==> config.mk <==
export PLATFORM = sky130hd
export DESIGN_NAME = cpu_paddle_driver
export DESIGN_NICKNAME = d
export VERILOG_FILES = /design/src/rtl/cpu_paddle_driver.sv
export SDC_FILE = /design/constraint.sdc
export NUM_CORES = 1
export LEC_CHECK = 0
export CORE_AREA = 2 2 78 80
export DETAILED_ROUTE_END_ITERATION = 12
export DIE_AREA = 0 0 80 82
export GPL_TIMING_DRIVEN = 0
export PLACE_DENSITY = 0.63
export SLEW_MARGIN = 0
export SYNTH_ARGS = -nofsm -noshare
export SYNTH_HDL_FRONTEND = slang
export SYNTH_SLANG_ARGS = --single-unit
==> constraint.sdc <==
create_clock -name clk -period 3.18 [get_ports clk]
set_input_delay 0.477 -clock clk [delete_from_list [all_inputs] [get_ports clk]]
set_output_delay 0.477 -clock clk [all_outputs]
set_load 0.1 [all_outputs]
==> src/rtl/cpu_paddle_driver.sv <==
// rtl/cpu_paddle_driver.sv - CPU opponent that drives a players_logic button word from ball and paddle positions
module cpu_paddle_driver #(
  parameter int CLK_HZ      = 10_000_000,
  parameter int DECIDE_HZ   = 50,
  parameter int REACT_TICKS = 3,
  parameter int DEADBAND    = 2,
  parameter int HOME_POS    = 64
) (
  input  logic       clk,
  input  logic       rst,
  input  logic       enable,
  input  logic [6:0] ball_x,
  input  logic       ball_incoming,
  input  logic [6:0] paddle_pos,
  output logic [1:0] btns
);

  localparam int CUENTA = CLK_HZ / DECIDE_HZ;
  localparam int CW     = $clog2(CUENTA);
  localparam logic [CW-1:0] LAST_CNT = CW'(CUENTA - 1);
  localparam logic [6:0] HOME       = 7'(HOME_POS);
  localparam logic [6:0] EXIT_BAND  = 7'(DEADBAND);
  localparam logic [6:0] ENTRY_BAND = 7'(2 * DEADBAND);

  localparam logic [1:0] S_IDLE   = 2'd0;
  localparam logic [1:0] S_HOLD   = 2'd1;
  localparam logic [1:0] S_SEEK_L = 2'd2;
  localparam logic [1:0] S_SEEK_R = 2'd3;

  logic [CW-1:0]     cont_q, cont_d;
  logic              tick;
  logic [6:0]        line_q [REACT_TICKS];
  logic [6:0]        goal;
  logic [6:0]        target;
  logic signed [7:0] diff;
  logic              diff_pos;
  logic [6:0]        mag;
  logic [1:0]        state_q, state_d;
  logic [1:0]        btns_q, btns_d;

  // Decision-rate tick: one cycle high at the end of each counter period
  always_comb begin
    tick   = (cont_q == LAST_CNT);
    cont_d = tick ? '0 : cont_q + CW'(1);
  end

  // Goal selection and error against the delayed target
  always_comb begin
    goal     = ball_incoming ? ball_x : HOME;
    target   = line_q[REACT_TICKS-1];
    diff     = $signed({1'b0, target}) - $signed({1'b0, paddle_pos});
    diff_pos = !diff[7] && (diff != 8'sd0);
    // |diff| fits in 7 bits since diff never reaches -128
    mag      = diff[7] ? (7'd0 - diff[6:0]) : diff[6:0];
  end

  // Hysteresis FSM: wide entry band to start seeking, narrow exit band to stop
  always_comb begin
    state_d = state_q;
    if (!enable) begin
      state_d = S_IDLE;
    end else if (tick) begin
      case (state_q)
        S_IDLE: state_d = S_HOLD;
        S_HOLD: begin
          if (mag > ENTRY_BAND) state_d = diff_pos ? S_SEEK_R : S_SEEK_L;
        end
        S_SEEK_L: begin
          if (mag <= EXIT_BAND) state_d = S_HOLD;
          else if (diff_pos)    state_d = S_SEEK_R;
        end
        S_SEEK_R: begin
          if (mag <= EXIT_BAND) state_d = S_HOLD;
          else if (diff[7])     state_d = S_SEEK_L;
        end
        default: state_d = S_IDLE;
      endcase
    end
  end

  // Button decode from the next state so btns is registered alongside the state
  always_comb begin
    case (state_d)
      S_SEEK_L: btns_d = 2'b01;
      S_SEEK_R: btns_d = 2'b10;
      default:  btns_d = 2'b00;
    endcase
  end

  // State, counter and reaction delay line; reset wins over a coincident tick
  always_ff @(posedge clk) begin
    if (rst) begin
      cont_q  <= '0;
      state_q <= S_IDLE;
      btns_q  <= 2'b00;
      for (int i = 0; i < REACT_TICKS; i++) line_q[i] <= HOME;
    end else begin
      cont_q  <= cont_d;
      state_q <= state_d;
      btns_q  <= btns_d;
      if (tick) begin
        for (int i = REACT_TICKS - 1; i > 0; i--) line_q[i] <= line_q[i-1];
        line_q[0] <= goal;
      end
    end
  end

  assign btns = btns_q;

endmodule

# Word-level counts from Yosys, hierarchy flattened
# Memories as Yosys holds them, arrays and structs flattened.
# Cells that the tools add are included.
totals:
  ff_bits: 22
  ramBits: 21
  out_inout_bits: 2
  wordCells: 43
  mem_count: 1
op_classes:
  addsub: 3
  n_lt_le_gt_ge: 2
  n_eq_ne: 6
  mux: 20
  bitwise: 3
  n_reduce_logical: 5
memory_table:
  columns: ["memory", "words", "width", "read_ports", "rd_clocked_by_memory_dff", "write_ports", "line", "source"]
  rows:
  - ["line_q", 3, 7, 3, 0, 3, "32", "logic [6:0] line_q [REACT_TICKS];"]
op_table:
  columns: ["cell", "count"]
  rows:
  - ["$mux 7", 5]
  - ["$add 18x1->18 const B", 1]
  - ["$eq 18x18->1 const B", 1]
  - ["$mux 2", 7]
  - ["$eq 2x2->1 const B", 4]
  - ["$pmux 2 s4", 1]
  - ["$reduce_bool 8->1", 1]
  - ["$sub 7x7->8", 1]
  - ["$gt 7x3->1 const B", 1]
  - ["$le 7x2->1 const B", 1]
  - ["$sub 1x7->7 const A", 1]
  - ["$mux 1", 6]
  - ["$pmux 2 s2", 1]
  - ["$or 1x1->1", 3]
  - ["$eq 2x1->1 const B", 1]
  - ["$logic_not 2->1", 1]
  - ["$reduce_or 2->1", 1]
  - ["$logic_and 1x1->1", 1]
  - ["$logic_not 1->1", 1]

# Longest topological paths before layout
# Gate-level depths: netlist (run 1).
logic_depth:
  ltp_word: 10
  mapped_depth: 12

# Worst setup path after synthesis (run 1)
# OpenSTA, ideal clock, no wires.
synth_path:
  kind: "flip-flop to flip-flop"
  from: "register cont_q[0]"
  to: "memory line_q[0][0], enable pin"
  setup_ns: 0.394
  t_arrival_ns: 2.282
  t_required_ns: 2.786
  setup_slack_ns: 0.504
  stages_incl_launch_ff: 8
  period_less_slack_ns: 2.676
  path_cell_list: "dfxtp_1 -> ha_1 -> nand3_1 -> nor2_1 -> nand4_1 -> nand2b_1 -> clkbuf_1 -> clkbuf_1"
synth_lines:
  columns: ["item", "line", "source"]
  rows:
  - ["start, declared", "30", "logic [CW-1:0] cont_q, cont_d;"]
  - ["start signal, assigned", "98", "cont_q <= cont_d;"]
  - ["end, declared", "32", null]

# Worst setup path after layout (run 1)
layout_path:
  from: "input port paddle_pos[0]"
  to: "register btns_q[0], in the netlist btns[0]"
layout_via:
  elab_chain_len: 10
  word_cells_on_any_way: 20
  classes_between: "add/sub: 2; order compare: 2; eq/ne: 2; mux: 11; reduce/logical: 3"
layout_rtl:
  columns: ["item", "line", "source"]
  rows:
  - ["start, declared", "14", "input logic [6:0] paddle_pos,"]
  - ["$sub 7x7->8 (*)", "51", "diff = $signed({1'b0, target}) - $signed({1'b0, paddle_pos});"]
  - ["$sub 1x7->7, or another cell as far along", "54", "mag = diff[7] ? (7'd0 - diff[6:0]) : diff[6:0];"]
  - ["$mux 7 or $logic_and 1x1->1 (tied branches)", "54, 52", null]
  - ["$le 7x2->1, or another cell as far along", "69, 73", null]
  - ["$mux 2, on equally long branches", "73, 66, 69", null]
  - ["$pmux 2 s4 (*)", "63", "case (state_q)"]
  - ["$mux 2 (*)", "62", "end else if (tick) begin"]
  - ["$mux 2 (*)", "60", "if (!enable) begin"]
  - ["$eq 2x2->1", "83", "case (state_d)"]
  - ["$pmux 2 s2 (*)", "83", null]
  - ["end signal, assigned", "100", "btns_q <= btns_d;"]
  - ["end, declared", "39", "logic [1:0] btns_q, btns_d;"]
# Mark *: on every way between the ends. The rest lies on a longest branch, timed or not.
# A chain may end at the register's enable or synchronous reset.

==> metrics.csv, run 1 <==
metric;value;unit
area post-placement;2530;um2
CP peak stage delay;0.52;ns
Die Wd;80;um
syn nets;250;
Worst EP arrival;3.20;ns
I/O Pins;20;
switching power;273;uW
Hold EP;cont_q[0];
drt total wl;3700;um
post-synthesis cell type count;45;
routed vias/inst;4.80;
worst vdd ir;311;uV
Area Growth Syn to Fin;18.9;%
proportion of layout cells with a drive suffix above 1;9.60;%
kind of critical path;in2reg;
Internal Power;847;uW
critical path buffer and inverter count;3;
Initial Util;38.9;%
DRT Pass-1 Iters;4;
total CTS buffers;5;
num rows;28;
vias in the first global route;1468;
Crit Path Max Fanout;4;
number of cells on the worst hold path;1;
DR WL/cell;11.4;um
vias;1560;
Power Dens Cells;421;nW/um2
run status;completed;
sequential power share;53.5;%
die height;82;um
post-CTS sizing;0;
worst path cell trace;clkdlybuf4s50_1, ha_1, inv_1, fa_1, inv_1, ha_2, nor3_2, xor2_1, o211ai_1, nand4b_1, a32oi_2, o21ba_1;
Setup crit end kind;flop;
Least-Margin Pin Slew;0.960;ns
CTS Buffer Depth;2;
DR iter-0 viols;54;
dpl hpwl;2660;um
Most common cell on crit path;inv_1;
Power Total;1120;uW
Rel. slew slack;35.8;%
initial antenna violation count;0;
Overflow after GRT;0;
DRC;0;
Post-synth EDFFs;21;
Clock Latency Late Sink;0.29;ns
FMAX;333;MHz
Post-CTS Setup Bufs;0;
PortBufs;19;
register area share after synthesis;47.9;%
Worst R2R Path Depth;12;
post-synthesis area per instance;10.1;um2
CTS clk-pin slew, worst paths;0.08;ns
# hold bufs at CTS;0;
Critical-path top delay cell;fa_1;
flops & latches, synth;43;
nets@finish;277;
post-route clock period utilization;94.5;%
CTS H-Tree Depth;2;
die area;6560;um2
Combinational Power Share;15.5;%
crit start category;input port;
Hold/Removal Path Class;reg2reg;
synthesized cell area;2240;um2
Data required, critical path;3.37;ns
P_leak;0.000992;uW
overall routing resource usage;12.6;%
reg2reg setup slack;0.42;ns
setup TNS;0;ns
Tmin final;3.01;ns
largest net degree at the start of global routing;20;
hold slack;0.471;ns
Diodes inserted;0;
RePlAce Congestion;0.800;
fin. max-slew vios;0;
post-route insts no fill;325;
reg-to-reg endpoint;btns[0];
Num Clock Sinks;43;
Clk pwr share;30.9;%
Inst Count DP;317;
Final setup viols;0;
Root Driver;clkbuf_8;
CTS tree;yes;
design area;2660;um2
final hold vios;0;
MaxCap Viol Count;0;
RR Startpoint;line_q[0][14];
Post-Syn Instances;222;
Max Clock Skew;0.00650;ns
fraction of registers with async set/reset;0;%
Net Sw Frac;24.3;%
Hold Path Origin;cont_q[0];
first-pass GRT wire length;6440;um
Ys Warns;0;
ys flop type;dfxtp_1;
core area;5750;um2
Final ANT Viol Nets;0;
CP delay by family, top;adder cells;
[worst register-to-register path, cell delays in order (launching register included)]
cell and delay, ns:
edfxtp_1 0.36, inv_1 0.06, ha_1 0.15, inv_1 0.05
fa_1 0.52, inv_1 0.08, ha_2 0.20, nor3_2 0.22
xor2_1 0.24, o211ai_1 0.12, nand4b_1 0.23, a32oi_2 0.25
o21ba_1 0.18
[cells in the final DEF, fill, tap and decap left out, types with 2 or more instances in the layout]
cell type / n
and3_1: 9
a21oi_1: 4
clkbuf_8: 6
nand2b_1: 4
nand4_1: 5
o21a_1: 3
nor2_1: 26
nor2_2: 3
dfxtp_1: 22
nand3_1: 9
edfxtp_1: 21
or3_1: 4
nor4_1: 2
nand2_1: 11
clkdlybuf4s50_1: 19
nor2b_1: 4
nand3b_1: 2
xnor2_1: 8
and2_1: 14
clkbuf_1: 3
nor3_1: 6
xor2_1: 11
o21ai_0: 4
inv_1: 14
ha_1: 8
[state kept, by name, indices dropped and copies added (netlist names)]
signal,cells
line_q,21
cont_q,18
btns,2
state_q,2
[final cells by class]
type	instances	area, um2
buffer	3	12.5
clock buffer	7	86.3
clock inverter	1	5.00
fill	559	3090
inverter	14	52.6
multi-input combinational	162	1130
sequential	43	1070
tap	75	93.8
timing repair buffer	20	205
[cells in the mapped netlist (2+ instances only)]
cell       n  share of area (%)
nor2b_1    4                1.1
nand3b_1   2               0.67
nand3_1    9                2.0
ha_1       9                5.0
and2_1    14                3.9
nor4_1     2               0.56
nand4_1    5                1.4
and3_1     9                2.5
nand2_1   11                1.8
dfxtp_1   22                 20
clkbuf_1   3               0.50
nor3_1     7                1.6
nor2_1    26                4.4
a21oi_1    4               0.90
or3_1      4                1.1
xnor2_1    9                3.5
o21ai_0    4               0.90
edfxtp_1  21                 28
inv_1     14                2.4
o21a_1     3                1.0
xor2_1    11                4.3
nand2b_1   4                1.1
nor2_2     3               0.84
[routing by layer]
layer  global-route usage, %  wire length [um]  share of wire (%)
met1                    15.5              1710                 46
met4                    6.61                81                2.2
met3                    1.98                93                2.5
met2                    21.4              1820                 49
met5                       0                 0                  0
[power groups by stage]
stage	combinational, uW	clock [uW]	sequential (uW)
5_1_grt	192	381	602
4_1_cts	166	359	600
3_3_place_gp	161	0	612
6_report	174	346	599
2_1_floorplan	117	0	611
3_5_place_dp	164	0	612
[cells by family (layout without fill, tap and decap cells)]
kind of cell,Yosys count,count (layout),share of synthesized area [%]
adders and majority gates,10,10,5.93
AOI/OAI and AO/OA,23,23,8.34
DFF,43,43,47.9
muxes,2,2,0.951
and+or+nand+nor,107,107,26.2
xor gates and xnor gates,20,20,7.83
buffers and inverters,17,45,2.85
[stage by stage]
step / utilization, % / setup WS, ns
2_1_floorplan: - / 0.504
3_5_place_dp: 44.1 / -0.215
3_3_place_gp: 43.9 / -0.198
6_report: 46.3 / 0.174
5_1_grt: 46.3 / -0.00473
4_1_cts: 45.7 / 0.0748
[worst max path at each step]
| stage | endpoint | startpoint | slack, ns | depth (start not counted) |
|---|---|---|---|---|
| after global routing | btns[0] | paddle_pos[0] | -0.005 | 12 |
| after global placement | btns[0] | paddle_pos[0] | -0.20 | 12 |
| after CTS | btns[0] | paddle_pos[0] | 0.07 | 12 |
| final | btns[0] | paddle_pos[0] | 0.17 | 12 |
| after floorplan | line_q[0][0] | cont_q[0] | 0.50 | 7 |
| after detailed placement | btns[0] | paddle_pos[0] | -0.22 | 12 |
Power figures use the tool's default switching activity.
==> run 2, diff against run 1 <==
--- a/config.mk
+++ b/config.mk
@@ -11,3 +11,3 @@
 export GPL_TIMING_DRIVEN = 0
-export PLACE_DENSITY = 0.63
+export PLACE_DENSITY_LB_ADDON = 0.12
 export SLEW_MARGIN = 0
==> constraint.sdc (replaced) <==
create_clock -name clk -period 3.18 [get_ports clk]
set_input_delay 0.636 -clock clk [delete_from_list [all_inputs] [get_ports clk]]
set_output_delay 0.636 -clock clk [all_outputs]
set_load 0.1 [all_outputs]
==> run 2 against run 1 <==
Net effect:
- routed wire length increased by 6.3%
- critical path depth decreased by 1
- combinational power increased by 11%
- non-clock buffer count unchanged
- sequential power about the same
- cell area increased by 3.0%
- global-route usage increased by 0.21 points
- critical path type unchanged
==> metrics.csv, run 2 (same netlist as run 1, synthesis figures left out) <==
metric;value;unit;change
RR Startpoint;line_q[0][14];;
Worst EP arrival;3.19;ns;about the same
Hold EP;cont_q[0];;
final setup margin;0.178;ns;+0.00341 ns
Least-Margin Pin Slew;0.960;ns;-0.0000266 ns
nets@finish;277;;unchanged
fin util;47.6;%;+1.4 points
die area;6560;um2;unchanged
Num Clock Sinks;43;;unchanged
number of cells on the worst hold path;1;;unchanged
Data required, critical path;3.37;ns;about the same
kind of critical path;in2reg;;
Diodes inserted;0;;unchanged
leading cell type in the layout, fill and taps excluded;nor2_1;;
RSZ-0062 raised after global routing;no;;
proportion of layout cells with a drive suffix above 1;13.6;%;+4.0 points
DRT Pass-1 Iters;4;;unchanged
Die Wd;80;um;unchanged
I/O Pins;20;;unchanged
crit start category;input port;;
first-pass GRT wire length;6470;um;+0.43%
hold slack;0.464;ns;-0.00698 ns
Crit. path cell count;11;;-1
critical path buffer and inverter count;2;;-1
vias in the first global route;1414;;-3.7%
initial antenna violation count;0;;unchanged
post-route insts no fill;325;;unchanged
P_leak;0.000997;uW;+0.54%
MaxCap Viol Count;0;;unchanged
run status;completed;;
Power Dens Cells;413;nW/um2;-2.0%
dpl hpwl;2800;um;+5.5%
Final ANT Viol Nets;0;;unchanged
number of flip-flops under the largest register name;21;;unchanged
largest net degree at the start of global routing;31;;+55%
die height;82;um;unchanged
Setup crit end kind;flop;;
total CTS buffers;5;;unchanged
DRC;0;;unchanged
final hold vios;0;;unchanged
FMAX;333;MHz;+0.11%
Max Clock Skew;0.00795;ns;+0.00144 ns
CP peak stage delay;0.45;ns;-0.07 ns
CP delay by family, top;simple AND/OR/NAND/NOR gates;;
dpl ws;-0.402;ns;-0.187 ns
Area Growth Syn to Fin;22.4;%;
Inst Count DP;316;;-0.32%
Tmin final;3.00;ns;-0.00341 ns
routed vias/inst;4.78;;-0.51%
DR WL/cell;12.1;um;+6.3%
Final setup viols;0;;unchanged
Critical-path top delay cell;clkdlybuf4s50_1;;
reg-to-reg endpoint;btns[0];;
Worst R2R Path Depth;12;;unchanged
Most flops, register;line_q;;
most frequent cells in the layout;nor2_1, dfxtp_1, edfxtp_1;;
Fillers;562;;+0.54%
reg2reg setup slack;0.42;ns;about the same
worst vdd ir;304;uV;-2.4%
Initial Util;38.9;%;unchanged
Hold/Removal Path Class;reg2reg;;
CTS H-Tree Depth;2;;unchanged
CTS tree;yes;;
worst path cell trace;clkdlybuf4s50_1, inv_1, ha_1, and3_1, o21a_1, nor2_2, nor4_4, nand3b_1, nand4b_1, a32oi_2, o21ba_1;;
core area;5750;um2;unchanged
Overflow after GRT;0;;unchanged
Clock Latency Late Sink;0.29;ns;about the same
drt total wl;3930;um;+6.3%
fin. max-slew vios;0;;unchanged
PortBufs;19;;unchanged
Hold Path Origin;cont_q[0];;
Root Driver;clkbuf_8;;
Rel. slew slack;35.8;%;about the same
overall routing resource usage;12.8;%;+0.21 points
vias;1552;;-0.51%
num rows;28;;unchanged
# hold bufs at CTS;0;;unchanged
Power Total;1130;uW;+0.95%
CTS clk-pin slew, worst paths;0.08;ns;about the same
RePlAce Congestion;0.776;;-3.0%
CTS Buffer Depth;2;;unchanged
Crit Path Max Fanout;5;;+1
Largest regs;line_q x21, cont_q x18;;
DR iter-0 viols;22;;-59%
post-route clock period utilization;94.4;%;-0.11 points
[run 2: final cells by class]
| cell class | count | area, um2 | share of cell area, % |
|---|---|---|---|
| well taps | 75 | 93.8 | 3.43 |
| repair buffers | 20 | 200 | 7.31 |
| clock buffers | 7 | 80.1 | 2.93 |
| plain buffers | 3 | 15.0 | 0.548 |
| inverters | 14 | 52.6 | 1.92 |
| flip-flops and latches | 43 | 1070 | 39.1 |
| multi-input cells | 162 | 1220 | 44.6 |
| clock inverters | 1 | 5.00 | 0.183 |
[run 2: timing repair]
item	4_1_cts	5_1_grt
pin swaps	1	11
setup buffers	0	1
hold endpoints to repair	0	0
endpoints found under the setup margin	2	25
gates resized for setup	6	17
[run 2: worst max path at each step]
| stage | start | slack, ns | endpoint |
|---|---|---|---|
| floorplan | paddle_pos[0] | 0.36 | btns[0] |
| global placement | paddle_pos[0] | -0.39 | btns[0] |
| detailed placement | paddle_pos[0] | -0.40 | btns[0] |
| CTS | paddle_pos[0] | 0.02 | btns[0] |
| global route | paddle_pos[4] | 0.004 | btns[0] |
| finish | paddle_pos[3] | 0.18 | btns[0] |
[run 2: power breakdown]
part           total (uW)  internal (uW)  switching (uW)  leakage [uW]
Clock                 336            163             174     0.0000456
Combinational         193           90.8             102      0.000577
Sequential            601            594            7.09      0.000374
[run 2: per-layer routing]
metal	vias to the layer above	part of all wire, %	global-route usage [%]
met1	700	47	15.2
met4	0	1.8	5.08
met5	-	0	0
met2	23	48	22.3
met3	5	3.7	3.19
li1	824	-	-
[run 2: worst reg2reg max path: stages (launching register included)]
cell and delay [ns]:
edfxtp_1 0.36, inv_1 0.06, ha_2 0.17, inv_1 0.06, fa_2 0.41, and3_1 0.18, o21a_1 0.24, o21ai_1 0.14
nor3b_4 0.24, o21bai_1 0.17, nand4b_1 0.18, a32oi_2 0.29, o21ba_1 0.17
[run 2: metrics by stage]
step	cell area, um2	setup TNS [ns]
after CTS	2650	0
after floorplan	2240	0
after global routing	2740	0
after global placement	2520	-8.19
final	2740	0
after detailed placement	2520	-1.24
==> run 3, diff against run 2 <==
--- a/config.mk
+++ b/config.mk
@@ -8,2 +8,3 @@
 export CORE_AREA = 2 2 78 80
+export CTS_BUF_LIST = sky130_fd_sc_hd__clkbuf_16
 export DETAILED_ROUTE_END_ITERATION = 12
==> constraint.sdc (replaced) <==
create_clock -name clk -period 3.18 [get_ports clk]
set_input_delay 0.954 -clock clk [delete_from_list [all_inputs] [get_ports clk]]
set_output_delay 0.954 -clock clk [all_outputs]
set_load 0.1 [all_outputs]
==> run 3 against run 2 <==
Net effect:
- non-clock buffer count increased by 17
- sequential share of layout area decreased by 3.5 points
- core utilization increased by 4.6 points
- combinational power increased by 30%
- largest cell class unchanged
- clock power increased by 41%
- via count increased by 6.2%
- worst setup slack got worse by 0.11 ns
==> metrics.csv, run 3 (same netlist as run 1, synthesis figures left out) <==
metric;value;unit;change
most frequent cells in the layout;nor2_1, dfxtp_1, edfxtp_1;;
RSZ-0062 raised after global routing;yes;;
RePlAce Congestion;0.776;;unchanged
vias;1648;;+6.2%
CTS clk-pin slew, worst paths;0.06;ns;-0.02 ns
DRC;0;;unchanged
Least-Margin Pin Slew;0.960;ns;+0.000000477 ns
Area Growth Syn to Fin;34.4;%;
largest net degree at the start of global routing;31;;unchanged
Power Dens Cells;441;nW/um2;+6.9%
Worst R2R Path Depth;13;;+1
first-pass GRT wire length;6820;um;+5.4%
Die Wd;80;um;unchanged
run status;completed;;
dpl hpwl;2800;um;unchanged
number of flip-flops under the largest register name;21;;unchanged
Num Clock Sinks;43;;unchanged
setup TNS;0;ns;unchanged
nets@finish;294;;+6.1%
Final setup viols;0;;unchanged
CTS Buffer Depth;2;;unchanged
Diodes inserted;0;;unchanged
P_leak;0.00114;uW;+15%
leading cell type in the layout, fill and taps excluded;nor2_1;;
MaxCap Viol Count;0;;unchanged
Clock Latency Late Sink;0.28;ns;about the same
final hold vios;0;;unchanged
post-route clock period utilization;97.8;%;+3.4 points
initial antenna violation count;0;;unchanged
Overflow after GRT;0;;unchanged
Largest regs;line_q x21, cont_q x18;;
Most flops, register;line_q;;
Setup crit end kind;flop;;
Max Clock Skew;0.00518;ns;-0.00277 ns
worst vdd ir;290;uV;-4.7%
Hold Path Origin;cont_q[0];;
DR WL/cell;12.5;um;+3.0%
proportion of layout cells with a drive suffix above 1;24.7;%;+11 points
busiest grt layer;met2;;
number of cells on the worst hold path;1;;unchanged
total CTS buffers;5;;unchanged
worst setup path start;paddle_pos[0];;
Crit Path Max Fanout;3;;-2
kind of critical path;in2reg;;
routed vias/inst;4.82;;+0.91%
I/O Pins;20;;unchanged
vias in the first global route;1490;;+5.4%
Initial Util;38.9;%;unchanged
Final ANT Viol Nets;0;;unchanged
DR iter-0 viols;36;;+64%
Hold/Removal Path Class;reg2reg;;
fin util;52.3;%;+4.6 points
Rel. slew slack;35.8;%;unchanged
Tmin final;3.11;ns;+0.107 ns
DRT Pass-1 Iters;4;;unchanged
Power Total;1330;uW;+17%
RR Startpoint;line_q[0][14];;
met2 GRT Util;23.4;%;+1.1 points
CTS H-Tree Depth;2;;unchanged
PortBufs;19;;unchanged
drt total wl;4260;um;+8.4%
CTS tree;yes;;
Data required, critical path;3.36;ns;about the same
overall routing resource usage;13.5;%;+0.69 points
fin. max-slew vios;0;;unchanged
core area;5750;um2;unchanged
GRT met3 Usage;2.97;%;-0.22 points
die area;6560;um2;unchanged
# hold bufs at CTS;0;;unchanged
crit start category;input port;;
FMAX;322;MHz;-3.4%
Root Driver;clkbuf_16;;
Worst EP arrival;3.29;ns;+0.10 ns
num rows;28;;unchanged
die height;82;um;unchanged
GR Util met1;16.3;%;+1.0 points
-- run 3: worst max-delay path, cell delays in order --
cell and delay, ns:
buf_6 0.10, ha_4 0.15, inv_2 0.04, fa_2 0.45, inv_2 0.10, ha_4 0.14
buf_4 0.11, nand2_1 0.07, nor4_4 0.36, nand3b_1 0.18, nand4b_1 0.17, a32oi_2 0.29
o21ba_1 0.17
-- run 3: metrics by stage --
stage                     setup WS [ns]  instance area (um2)  hold slack, ns  cells
final                            0.0710                 3000           0.459    342
after CTS                     0.0000526                 2890           0.465    333
after global routing            -0.0443                 3000           0.506    342
after detailed placement         -0.720                 2520           0.451    316
after global placement           -0.709                 2520           0.447    316
after floorplan                  0.0371                 2240           0.430    222
-- run 3: layout make-up --
cell class	instances	area, um2
tap	75	93.8
multi-input combinational	162	1310
timing repair buffer	37	327
clock inverter	3	12.5
clock buffer	5	125
inverter	14	52.6
fill	535	2740
sequential	43	1070
buffer	3	15.0
-- run 3: layer usage --
metal | vias up | share of wire (%)
met4 | 0 | 1.8
met1 | 764 | 45
met5 | - | 0
met2 | 17 | 50
li1 | 861 | -
met3 | 6 | 2.8
-- run 3: path summary, 6_finish.rpt --
| kind | to | slack, ns |
|---|---|---|
| setup / recovery | btns[0] | 0.07 |
| hold / removal | cont_q[0] | 0.46 |
| setup reg to reg | btns[0] | 0.34 |
| hold reg to reg | cont_q[0] | 0.46 |
-- run 3: repair_timing --
item	in CTS	in global routing
gates resized for setup	34	19
endpoints found under the setup margin	4	25
pin swaps	17	16
buffers inserted	9	9
-- run 3: power breakdown --
group / leakage, uW / switching, uW / internal, uW / total (uW)
clock network: 0.0000762 / 189 / 283 / 473
logic: 0.000693 / 121 / 129 / 250
registers: 0.000374 / 8.23 / 595 / 603
total: 0.00114 / 318 / 1010 / 1330
